### src/rtl/txn_pkg.sv
// txn_pkg: shared types and constants for the txn_master block.
//   txn_state_e  : block-transfer FSM states
//   WORD_STRIDE  : byte increment between consecutive words
//   COST_BASE    : fabric cost-map region base
//   PATH_BASE    : fabric path-result region base
package txn_pkg;

   typedef enum logic [2:0] {
      StIdle,
      StPull,
      StIssue,
      StWait,
      StPush,
      StDone
   } txn_state_e;

   localparam int unsigned WORD_STRIDE = 4;

   localparam logic [31:0] COST_BASE = 32'h4000_0000;
   localparam logic [31:0] PATH_BASE = 32'h4000_2000;

endpackage

### src/rtl/txn_watchdog.sv
// txn_watchdog: loadable down-counter guarding the WAIT state.
//   clk, arst_n : clock, asynchronous active-low reset
//   i_load      : load TIMEOUT-1 (asserted on the cycle the transaction is issued)
//   i_run       : counting enable (high while waiting for the responder)
//   i_clear     : force the counter to zero (high whenever not waiting)
//   o_expired   : high in the TIMEOUT-th waiting cycle; never high when TIMEOUT == 0
module txn_watchdog
   import txn_pkg::*;
#(
   parameter int unsigned TIMEOUT = 64
) (
   input  logic clk,
   input  logic arst_n,
   input  logic i_load,
   input  logic i_run,
   input  logic i_clear,
   output logic o_expired
);

   localparam int unsigned CNT_W = (TIMEOUT > 1) ? $clog2(TIMEOUT) : 1;
   // Counter holds the number of waiting cycles still allowed after the current one.
   localparam logic [CNT_W-1:0] LOAD_VAL = (TIMEOUT > 0) ? CNT_W'(TIMEOUT - 1) : '0;

   logic [CNT_W-1:0] r_cnt;

   always_ff @(posedge clk or negedge arst_n) begin
      if (!arst_n) begin
         r_cnt <= '0;
      end else if (i_load) begin
         r_cnt <= LOAD_VAL;
      end else if (i_clear) begin
         r_cnt <= '0;
      end else if (i_run && (r_cnt != '0)) begin
         r_cnt <= r_cnt - 1'b1;
      end
   end

   assign o_expired = (TIMEOUT != 0) && i_run && (r_cnt == '0);

endmodule

### src/rtl/txn_master.sv
// txn_master: block initiator for the single-word txn_req/txn_rdy interface.
// A command (read/write, base address, word count) is split into one-word
// transactions at consecutive word addresses, one outstanding at a time.
//   clk, arst_n                         : clock, asynchronous active-low reset
//   cmd_valid/cmd_ready, cmd_wr,
//   cmd_addr, cmd_len                   : block command (ready only when idle)
//   rd_valid/rd_ready, rd_data          : read-data output stream
//   wr_valid/wr_ready, wr_data          : write-data input stream
//   txn_req, txn_wr, txn_addr,
//   txn_wdata, txn_rdata, txn_rdy       : responder interface
//   busy, done, err                     : status (done is a one-cycle pulse)
module txn_master
   import txn_pkg::*;
#(
   parameter int unsigned ADDR_W  = 32,
   parameter int unsigned DATA_W  = 32,
   parameter int unsigned LEN_W   = 9,
   parameter int unsigned TIMEOUT = 64
) (
   input  logic              clk,
   input  logic              arst_n,
   // command
   input  logic              cmd_valid,
   output logic              cmd_ready,
   input  logic              cmd_wr,
   input  logic [ADDR_W-1:0] cmd_addr,
   input  logic [LEN_W-1:0]  cmd_len,
   // read stream
   output logic              rd_valid,
   input  logic              rd_ready,
   output logic [DATA_W-1:0] rd_data,
   // write stream
   input  logic              wr_valid,
   output logic              wr_ready,
   input  logic [DATA_W-1:0] wr_data,
   // responder
   output logic              txn_req,
   output logic              txn_wr,
   output logic [ADDR_W-1:0] txn_addr,
   output logic [DATA_W-1:0] txn_wdata,
   input  logic [DATA_W-1:0] txn_rdata,
   input  logic              txn_rdy,
   // status
   output logic              busy,
   output logic              done,
   output logic              err
);

   txn_state_e        r_state;
   logic              r_wr;
   logic [ADDR_W-1:0] r_addr;
   logic [LEN_W-1:0]  r_cnt;
   logic [DATA_W-1:0] r_wdata;
   logic [DATA_W-1:0] r_rd_data;
   logic              r_err;
   logic              r_wait_first;

   logic              w_expired;
   logic              w_waiting;
   logic              w_last;
   logic [ADDR_W-1:0] w_addr_next;

   assign w_waiting   = (r_state == StWait);
   assign w_last      = (r_cnt == LEN_W'(1));
   assign w_addr_next = r_addr + ADDR_W'(WORD_STRIDE);  // wraps modulo 2^ADDR_W

   txn_watchdog #(
      .TIMEOUT (TIMEOUT)
   ) u_watchdog (
      .clk       (clk),
      .arst_n    (arst_n),
      .i_load    (txn_req),
      .i_run     (w_waiting),
      .i_clear   (!w_waiting),
      .o_expired (w_expired)
   );

   always_ff @(posedge clk or negedge arst_n) begin
      if (!arst_n) begin
         r_state      <= StIdle;
         r_wr         <= 1'b0;
         r_addr       <= '0;
         r_cnt        <= '0;
         r_wdata      <= '0;
         r_rd_data    <= '0;
         r_err        <= 1'b0;
         r_wait_first <= 1'b0;
      end else begin
         unique case (r_state)
            StIdle: begin
               if (cmd_valid) begin
                  r_wr   <= cmd_wr;
                  r_addr <= cmd_addr;
                  r_cnt  <= cmd_len;
                  r_err  <= 1'b0;
                  if (cmd_len == '0) begin
                     r_err   <= 1'b1;
                     r_state <= StDone;
                  end else begin
                     r_state <= cmd_wr ? StPull : StIssue;
                  end
               end
            end
            StPull: begin
               if (wr_valid) begin
                  r_wdata <= wr_data;
                  r_state <= StIssue;
               end
            end
            StIssue: begin
               // txn_req is only driven while txn_rdy is high, so this is the strobe cycle.
               if (txn_rdy) begin
                  r_wait_first <= 1'b1;
                  r_state      <= StWait;
               end
            end
            StWait: begin
               r_wait_first <= 1'b0;
               // The responder still shows its idle rdy in the cycle right after the strobe.
               if (!r_wait_first && txn_rdy) begin
                  if (r_wr) begin
                     r_cnt   <= r_cnt - 1'b1;
                     r_addr  <= w_addr_next;
                     r_state <= w_last ? StDone : StPull;
                  end else begin
                     r_rd_data <= txn_rdata;
                     r_state   <= StPush;
                  end
               end else if (w_expired) begin
                  r_err   <= 1'b1;
                  r_state <= StDone;
               end
            end
            StPush: begin
               if (rd_ready) begin
                  r_cnt   <= r_cnt - 1'b1;
                  r_addr  <= w_addr_next;
                  r_state <= w_last ? StDone : StIssue;
               end
            end
            StDone: begin
               r_state <= StIdle;
            end
            default: begin
               r_state <= StIdle;
            end
         endcase
      end
   end

   assign cmd_ready = (r_state == StIdle);
   assign busy      = (r_state != StIdle);
   assign wr_ready  = (r_state == StPull);
   assign rd_valid  = (r_state == StPush);
   assign done      = (r_state == StDone);
   assign txn_req   = (r_state == StIssue) && txn_rdy;
   assign txn_wr    = r_wr;
   assign txn_addr  = r_addr;
   assign txn_wdata = r_wdata;
   assign rd_data   = r_rd_data;
   assign err       = r_err;

endmodule

### config.mk
export PLATFORM = sky130hd
export DESIGN_NAME = txn_master
export DESIGN_NICKNAME = d
export VERILOG_FILES = /design/src/rtl/txn_pkg.sv /design/src/rtl/txn_watchdog.sv /design/src/rtl/txn_master.sv
export SDC_FILE = /design/constraint.sdc
export NUM_CORES = 1
export LEC_CHECK = 0
export CAP_MARGIN = 25
export CORE_MARGIN = 4
export CORE_UTILIZATION = 48
export CTS_CLUSTER_DIAMETER = 50
export DETAILED_ROUTE_END_ITERATION = 7
export GPL_TIMING_DRIVEN = 0
export PLACE_DENSITY = 0.89
export SLEW_MARGIN = 20
export SYNTH_ARGS = -nofsm -noshare
export SYNTH_HDL_FRONTEND = slang
export SYNTH_SLANG_ARGS = --single-unit
### constraint.sdc
create_clock -name clk -period 3.5 [get_ports clk]
set_clock_uncertainty 0.15 [all_clocks]
set_input_delay 1.05 -clock clk [delete_from_list [all_inputs] [get_ports clk]]
set_output_delay 1.05 -clock clk [all_outputs]
set_load 0.05 [all_outputs]
==> flow_summary_export.csv <==
group,metric,value,unit
timing,tns,0,ns
route,drt_iter0_markers,510,
finish,area_growth,51.6,%
finish,diodes,0,
cts,clock-sinks,117,
place,dp_cells,895,
die,rows,39,
logic_synthesis,synth.most_common_cell,"dfrtp_1",
cts,clkLatencyLatePin,0.42,ns
route,drc,0,
critical_path,r2r_end,"txn_addr[31]",
hold_path,whs_path_depth,1,
critical_path,cp_slowest_stage_delay,0.62,ns
timing,slew_headroom,52.2,%
die,pin_count,216,
logic_synthesis,netlist_instances,536,
route,wl_per_cell,19.8,um
logic_synthesis,synth_edf_count,0,
timing,timing.final.crit_share,97.7,%
timing,fin_ws,0.0814,ns
finish,finalNonFillerCells,926,
finish,stdcell_area,8620,um^2
timing,slew_viol_final,0,
critical_path,crit_cells,4,
logic_synthesis,synth_top_cells_by_count,"117 x dfrtp_1, 59 x mux2_2, 44 x nor2_1",
place,preCtsSetupSlack,-0.564,ns
cts,cts_buffers,17,
place,place_congestion,0.947,
route,postRouteAntennaNets,0,
critical_path,crit_required,2.30,ns
timing,rsz0062_at_grt,"no",
logic_synthesis,yosys_warnings,0,
cts,clockBufferDepth,2,
critical_path,start_kind,"primary input",
cts,cts_tree,"built",
critical_path,crit_slowest_cell,"clkdlybuf4s50_1",
critical_path,r2r_cells,7,
critical_path,cp_data_arrival_time,2.22,ns
place,dp_hpwl,13600,um
pwr,p_per_area,1160,nW/um^2
critical_path,worstSetupPathType,"in2out",
critical_path,critical_path_buf_inv_count,3,
die,die-area,13600,um^2
logic_synthesis,ys_seq_area_share,51.5,%
cts,cts_hold_buf,0,
place,postPlaceCellArea,8040,um^2
route,route.final.wire_length,18400,um
critical_path,end_kind,"output pin",
place,port-buffer-count,215,
route,firstDrtPassIters,5,
pwr,p_leak,3.56,nW
timing,worst_pin_slew,0.714,ns
global_route,grt_max_degree,71,
critical_path,crit_fanout,7,
logic_synthesis,async_reset_ff_share,100,%
timing,max_freq,293,MHz
logic_synthesis,ys_ff_latch,117,
status,outcome,"finished clean",
route,via_count,5485,
global_route,grt_pass1_wl,28500,um
logic_synthesis,synth_top_cell_area_share,51.5,%
die,core-area,11500,um^2
global_route,grt_pass1_vias,5553,
logic_synthesis,yosysTopAreaCell,"dfrtp_1",
global_route,grt_antenna_before_repair,0,
hold_path,hold_class,"reg2reg",
finish,drive_above_1_share,15.1,%
die,die_w,117,um
critical_path,r2r-start,"r_state[0]",
timing,setup_viol,0,
logic_synthesis,synth_nets,653,
cts,cts_max_level,4,
die,start_util,49.3,%
global_route,grt_use_total,27.0,%
hold_path,hp-start,"rd_data[2]",
pwr,ir_drop,695,uV
logic_synthesis,syn_area,5680,um^2
die,die_h,117,um
critical_path,path_cells,"clkdlybuf4s50_1 -> nand3_2 -> inv_1 -> buf_4",
cts,clkTransAtPathRegs,0.05,ns
finish,final_nets,888,
job,drv_cap,0,
logic_synthesis,synth.avg_cell_area,10.6,um^2
timing,period_minus_slack,3.42,ns
logic_synthesis,synth-main-ff-cell,"dfrtp_1",
logic_synthesis,yosysUniqueCellTypes,64,
timing,finalHoldViolCount,0,
hold_path,whs_endpoint,"rd_data[2]",
critical_path,critPathTopFamily,"buffers and inverters",
timing,whs,0.345,ns
global_route,grt-ovfl-total,0,
logic_synthesis,synthTopCellsByArea,"dfrtp_1 52%, mux2_2 12%, a21oi_1 3.5%",
critical_path,r2r_slack,1.13,ns
cts,root_buffer,"clkbuf_16",
route,post_drt_via_cell_ratio,5.92,
placed cells by master, fill, tap and decap left out, types with 17 or more instances in the layout:
| cell | count |
|---|---|
| a21oi_1 | 40 |
| buf_2 | 18 |
| clkbuf_16 | 17 |
| clkdlybuf4s50_1 | 209 |
| dfrtp_1 | 117 |
| mux2_2 | 59 |
| nand2_1 | 41 |
| nand3_1 | 17 |
| nor2_1 | 44 |
| o21ai_0 | 25 |
metrics by stage:
stage | util (%) | power [mW]
global route | 74.8 | 10.5
global placement | 69.6 | 8.10
CTS | 74.8 | 9.96
detailed placement | 69.8 | 8.28
floorplan | - | 6.27
finish | 74.8 | 9.96
flip-flops by register name, summed over array words and instances, names as in the netlist:
signal / count
r_cnt: 9
txn_addr: 32
r_wait_first: 1
txn_wr: 1
txn_wdata: 32
rd_data: 32
r_state: 3
u_watchdog.r_cnt: 6
err: 1
power breakdown:
| group | internal [mW] | leakage, nW | switching [mW] | total, mW |
|---|---|---|---|---|
| Sequential | 2.03 | 1.39 | 0.583 | 2.61 |
| Combinational | 2.04 | 1.90 | 3.66 | 5.70 |
| Clock | 1.07 | 0.279 | 0.580 | 1.65 |
| Total | 5.13 | 3.56 | 4.83 | 9.96 |
repair_timing:
item | in CTS | in global routing
resized for setup | 9 | 3
endpoints found under the setup margin | 4 | 2
cloned | 0 | 0
hold endpoints to repair | 0 | 0
buffers inserted | 0 | 0
worst max path at each step:
stage	slack (ns)	from	end
floorplan	0.75	txn_rdy	txn_req
global placement	-3.15	arst_n	rd_data[14]
detailed placement	-0.56	txn_rdy	txn_req
CTS	0.04	r_state[1]	busy
global route	0.009	r_state[1]	cmd_ready
finish	0.08	txn_rdy	txn_req
area by class of cell:
type,count,area [um^2]
Timing Repair Buffer,216,2180
Clock buffer,30,564
Inverter,14,52.6
Sequential cell,117,2930
Fill cell,769,2900
Buffer,31,139
Multi-Input combinational cell,374,2570
Tap cell,143,179
Clock inverter,1,7.51
logic make-up (layout without fill, tap and decap cells):
logic type,Yosys count,in the layout,share of synthesized area (%)
AND/OR/NAND/NOR,167,167,15.2
AO/OA/AOI/OAI,132,132,15.2
flip-flops,117,117,51.5
multiplexers,65,65,12.9
buffers and inverters,45,292,3.37
adder cells (fa/ha/maj),5,5,1.10
XOR/XNOR,5,5,0.771
per-layer routing:
metal,GRT usage (%),vias to the layer above,part of all wire (%)
met5,0,-,0
met4,8.94,0,1.7
met3,8.95,33,11
met2,44.0,377,49
met1,34.0,2614,39
li1,-,2461,-
Power figures use the tool's default switching activity.
